**src/rtl/pc_fetch_unit.sv**
```systemverilog
// pc_fetch_unit: program counter, next-PC select and RUN/HALT/FAULT run control
// in front of a word-addressed instruction ROM, plus a retired-fetch counter.
module pc_fetch_unit #(
  parameter int unsigned       DATA_W    = 32,
  parameter int unsigned       ADDR_W    = 8,
  parameter logic [DATA_W-1:0] RESET_PC  = '0,
  parameter bit                HALT_EN   = 1'b1,
  parameter logic [DATA_W-1:0] HALT_WORD = '0,
  parameter int unsigned       CNT_W     = 16
) (
  input  logic              clk,
  input  logic              rst,
  input  logic              stall,
  input  logic [DATA_W-1:0] instr,
  input  logic              branch_taken,
  input  logic              jump,
  output logic [ADDR_W-1:0] imem_addr,
  output logic [DATA_W-1:0] pc,
  output logic [DATA_W-1:0] pc_plus4,
  output logic              halted,
  output logic              fault,
  output logic [CNT_W-1:0]  instr_count
);

  localparam int unsigned SEXT_W = DATA_W - 16;

  typedef enum logic [1:0] {
    ST_RUN   = 2'd0,
    ST_HALT  = 2'd1,
    ST_FAULT = 2'd2
  } state_t;

  state_t            state;
  logic [DATA_W-1:0] br_off;
  logic [DATA_W-1:0] br_tgt;
  logic [DATA_W-1:0] j_tgt;
  logic [DATA_W-1:0] next_pc;
  logic              is_term;
  logic              out_of_range;

  assign imem_addr = pc[ADDR_W+1:2];
  assign pc_plus4  = pc + DATA_W'(4);

  // Branch/jump target generation and next-PC select (jump beats branch).
  always_comb begin
    br_off  = '0;
    br_tgt  = '0;
    j_tgt   = '0;
    next_pc = pc_plus4;
    br_off  = {{SEXT_W{instr[15]}}, instr[15:0]} << 2;
    br_tgt  = pc_plus4 + br_off;
    j_tgt   = {pc_plus4[DATA_W-1:28], instr[25:0], 2'b00};
    if (jump) begin
      next_pc = j_tgt;
    end else if (branch_taken) begin
      next_pc = br_tgt;
    end
  end

  // Terminator word detection and ROM range check on the selected target.
  assign is_term      = HALT_EN && (instr == HALT_WORD);
  assign out_of_range = |next_pc[DATA_W-1:ADDR_W+2];

  // Run-control FSM with registered state decodes, PC and saturating counter.
  always_ff @(posedge clk) begin
    if (rst) begin
      state       <= ST_RUN;
      pc          <= RESET_PC;
      instr_count <= '0;
      halted      <= 1'b0;
      fault       <= 1'b0;
    end else begin
      case (state)
        ST_RUN: begin
          if (!stall) begin
            if (is_term) begin
              state  <= ST_HALT;
              halted <= 1'b1;
            end else if (out_of_range) begin
              state <= ST_FAULT;
              fault <= 1'b1;
            end else begin
              pc <= next_pc;
              if (instr_count != {CNT_W{1'b1}}) begin
                instr_count <= instr_count + CNT_W'(1);
              end
            end
          end
        end
        ST_HALT: begin
          state <= ST_HALT;
        end
        ST_FAULT: begin
          state <= ST_FAULT;
        end
        default: begin
          state  <= ST_FAULT;
          fault  <= 1'b1;
          halted <= 1'b0;
        end
      endcase
    end
  end

endmodule

```
**config.mk**
```make
export PLATFORM = sky130hd
export DESIGN_NAME = pc_fetch_unit
export DESIGN_NICKNAME = d
export VERILOG_FILES = /design/src/rtl/pc_fetch_unit.sv
export SDC_FILE = /design/constraint.sdc
export NUM_CORES = 1
export LEC_CHECK = 0
export BUFFER_PORTS_ARGS = -buffer_cell sky130_fd_sc_hd__buf_2
export CAP_MARGIN = 20
export CORE_AREA = 2 2 112 114
export DETAILED_ROUTE_END_ITERATION = 7
export DIE_AREA = 0 0 114 116
export GPL_TIMING_DRIVEN = 0
export HOLD_SLACK_MARGIN = 0.08
export PLACE_DENSITY = 0.68
export SKIP_LAST_GASP = 1
export SLEW_MARGIN = 20
export SYNTH_ARGS = -nofsm -noshare
export SYNTH_HDL_FRONTEND = slang
export SYNTH_SLANG_ARGS = --single-unit
```
**constraint.sdc**
```tcl
create_clock -name clk -period 6 [get_ports clk]
set_clock_uncertainty 0.1 [all_clocks]
set_input_delay 0.3 -clock clk [delete_from_list [all_inputs] [get_ports clk]]
set_output_delay 0.3 -clock clk [all_outputs]
set_load 0.03 [all_outputs]
```
==> flow_metrics.env <==
export IMPL_dpl_instance_area_um2=6070
export IMPL_grt_antenna_before_repair=1
export IMPL_syn_avg_cell_area_um2=7.44
export IMPL_crit_path_end_kind="flop"
export IMPL_yosys_warnings=0
export IMPL_cpMostUsedCell="a21oi_1"
export IMPL_synth_top_family_by_area="simple AND/OR/NAND/NOR gates"
export IMPL_reg2reg_setup_slack_ps=380
export IMPL_drc=0
export IMPL_grt_use_total=0.260
export IMPL_p_sw_uw=233
export IMPL_reg2reg_to="instr_count[11]"
export IMPL_p_comb_frac=0.189
export IMPL_slew_viol_final=0
export IMPL_final_util=0.528
export IMPL_via_per_inst=6.12
export IMPL_final_cell_area_um2=6290
export IMPL_io_pin_count=127
export IMPL_ys_seq_area_frac=0.190
export IMPL_clkTransAtPathRegs_ps=70
export IMPL_clock_sinks=50
export IMPL_rsz0062_at_grt="no"
export IMPL_synth_largest_area_cell="dfxtp_1"
export IMPL_die_y_um=116
export IMPL_syn_inst=708
export IMPL_layout_area_overhead_vs_synth_pct=19.3
export IMPL_min_period_ps=5620
export IMPL_drt_iter0_drc=367
export IMPL_tightest_slew_ps=1010
export IMPL_ant_nets=0
export IMPL_io_buffer_count=120
export IMPL_dp_cells=978
export IMPL_dieArea_um2=13200
export IMPL_n_fill_cell=1170
export IMPL_hpwl_mm=14.5
export IMPL_max_stage_delay_ps=640
export IMPL_synth_edff_count=0
export IMPL_crit_type="reg -> reg"
export IMPL_grt_pass1_wl_mm=27.4
export IMPL_drive_gt1_frac=0.215
export IMPL_critical_path_top_delay_family="compound AO/OA/AOI/OAI gates"
export IMPL_fin_ws_ps=377
export IMPL_core_um2=11900
export IMPL_cts_buffer_depth=2
export IMPL_insertedDiodeCount=0
export IMPL_overflow=0
export IMPL_hold_path_end="fault"
export IMPL_grt_max_degree=24
export IMPL_tritoncts="yes"
export IMPL_synthTopCellsByArea="dfxtp_1 19%, ha_1 9.3%, a21oi_1 5.7%"
export IMPL_cts_buffers=5
export IMPL_finalHoldViolCount=0
export IMPL_crit_slowest_cell="or4_1"
export IMPL_final_nets=915
export IMPL_synth_xor_area_frac=0.0698
export IMPL_leakage_nw=2.81
export IMPL_worstPathRequired_ps=6090
export IMPL_ir_drop_uv=187
export IMPL_r2r_start="pc[6]"
export IMPL_arrival_ps=5710
export IMPL_initial_core_util=0.442
export IMPL_synthAdderAreaFrac=0.0964
export IMPL_power_frac_seq=0.409
export IMPL_p_sw_frac=0.284
export IMPL_critPathLaunchType="flop"
export IMPL_power_density_nw_per_um2=130
export IMPL_crit_buf_inv=3
export IMPL_hold_ws_ps=277
export IMPL_wl_mm=17.8
export IMPL_hold_buffers=0
export IMPL_setup_viol=0
export IMPL_synth_top_flop_cell="dfxtp_1"
export IMPL_row_count=40
export IMPL_pre_cts_ws_ps=172
export IMPL_fin_tns_setup_ps=0
export IMPL_reg2reg_depth=18
export IMPL_drt_pass1_iter_count=5
export IMPL_post_route_period_util=0.937
export IMPL_ys_ff_latch=50
export IMPL_min_path_type="in -> reg"
export IMPL_async_reset_ff_frac=0
export IMPL_synthSimpleGateAreaFrac=0.300
export IMPL_drv_cap=0
export IMPL_crit_chain="nand3_1 -> or4_1 -> buf_2 -> nor2_1 -> xor2_2 -> ha_1 -> clkbuf_1 -> a21oi_1 -> o21ai_2 -> a211oi_1 -> a21oi_1 -> xnor2_1 -> a41oi_1 -> a2111oi_4 -> nand4_4 -> buf_6 -> nor3_1 -> mux2_2"
export IMPL_vias=6033
export IMPL_grt_pass1_vias=5403
export IMPL_syn_cell_area_um2=5270
export IMPL_critical_path_max_fanout=10
export IMPL_clk_latency_ps=300
export IMPL_wl_per_cell_um=18.1
export IMPL_htree_levels=2
export IMPL_finalNonFillerCells=986
export IMPL_cts_root_buf="clkbuf_16"
export IMPL_total_power_uw=818
export IMPL_p_clk_frac=0.402
export IMPL_whs_path_depth=4
export IMPL_synth_top_cell_area_share=0.190
export IMPL_hp_start="stall"
export IMPL_max_slew_margin=0.319
export IMPL_status="finished, final reports clean"
export IMPL_synth_distinct_cells=73
export IMPL_die_width_um=114
export IMPL_synth_compound_area_frac=0.257
export IMPL_intPower_uw=586
export IMPL_clock_fmax_ghz=0.178
export IMPL_place_congestion=0.983
export IMPL_synth_mux_area_frac=0.0283
==> worst min-delay path: stages <==
cell     delay [ps]
buf_2           120
nor2_1           60
nand2_1          60
a31oi_1          80
==> flip-flops by register name (all words and copies together) (netlist names) <==
| name | flops |
|---|---|
| halted | 1 |
| instr_count | 16 |
| state | 2 |
| fault | 1 |
| pc | 30 |
==> synth_stat cells, types with 7 or more instances <==
master	number
a211oi_1	9
a21o_1	9
a21oi_1	60
a31oi_1	7
and2_1	23
and3_1	14
and4_1	7
buf_4	12
clkbuf_1	22
dfxtp_1	50
ha_1	39
inv_1	19
mux2_2	7
mux2i_1	7
nand2_1	55
nand3_1	33
nand4_1	19
nor2_1	57
nor2b_1	8
nor3_1	22
nor4_1	15
o211ai_1	11
o21a_1	7
o21ai_0	42
or3_1	18
xnor2_1	23
xor2_1	19
==> power by group through the flow <==
| stage | clock, mW | combinational, mW | sequential, mW |
|---|---|---|---|
| 2_1_floorplan | 0 | 0.0993 | 0.344 |
| 3_3_place_gp | 0 | 0.147 | 0.342 |
| 3_5_place_dp | 0 | 0.150 | 0.342 |
| 4_1_cts | 0.336 | 0.151 | 0.334 |
| 5_1_grt | 0.349 | 0.168 | 0.335 |
| 6_report | 0.329 | 0.155 | 0.335 |
==> cells in the final DEF, fill, tap and decap left out, drive strengths merged, types with 4 or more instances in the layout <==
cell type / instances
or2: 5
a21o: 9
xnor2: 23
o221ai: 4
dfxtp: 50
nor3: 22
conb: 4
a2111o: 4
or4: 5
o31a: 4
o211ai: 11
o21a: 7
inv: 20
a21boi: 4
o21ai: 44
a21oi: 61
o31ai: 4
a211oi: 9
buf: 139
ha: 39
mux2: 7
clkbuf: 28
nor2: 57
nor4: 16
nand4: 21
and2: 23
and3: 14
nand3: 33
and4: 7
o2111ai: 4
xor2: 19
mux2i: 7
nor2b: 8
a211o: 5
nand2: 55
a31oi: 7
or3: 18
==> layer usage <==
layer | vias up | track usage | wire (um)
met5 | - | 0 | 10
met4 | 2 | 0.0789 | 397
met3 | 35 | 0.0460 | 1380
met2 | 248 | 0.431 | 8270
met1 | 2846 | 0.346 | 7770
li1 | 2902 | - | -
==> repair_timing <==
item                       in CTS  in global routing
setup endpoints to repair       0                 49
gates resized for setup         0                 10
buffers inserted                0                  1
==> worst max-delay path by stage <==
stage	from	end	slack (ps)	depth (start not counted)
after floorplan	pc[2]	instr_count[11]	540	18
after global placement	pc[2]	instr_count[11]	270	18
after detailed placement	pc[2]	instr_count[11]	170	19
after CTS	pc[2]	instr_count[11]	140	17
after global routing	pc[3]	instr_count[11]	100	19
final	pc[6]	instr_count[11]	380	18
==> layout make-up <==
class	count	area, um2	area share
Multi-Input combinational cell	598	4020	0.640
Sequential cell	50	1000	0.159
Timing Repair Buffer	121	608	0.0967
Buffer	41	220	0.0350
Tap cell	147	184	0.0293
Clock buffer	5	125	0.0199
Inverter	21	78.8	0.0125
Clock inverter	3	47.5	0.00756
==> cells by family (layout without fill, tap and decap cells) <==
group / Yosys count / after routing
AND/OR/NAND/NOR: 294 / 294
AO/OA/AOI/OAI: 204 / 204
buffers and inverters: 63 / 191
flip-flops: 50 / 50
XOR/XNOR: 42 / 42
adder cells (fa/ha/maj): 40 / 40
multiplexers: 14 / 14
other: 1 / 4
No activity file was read; power rests on OpenSTA's default activity.
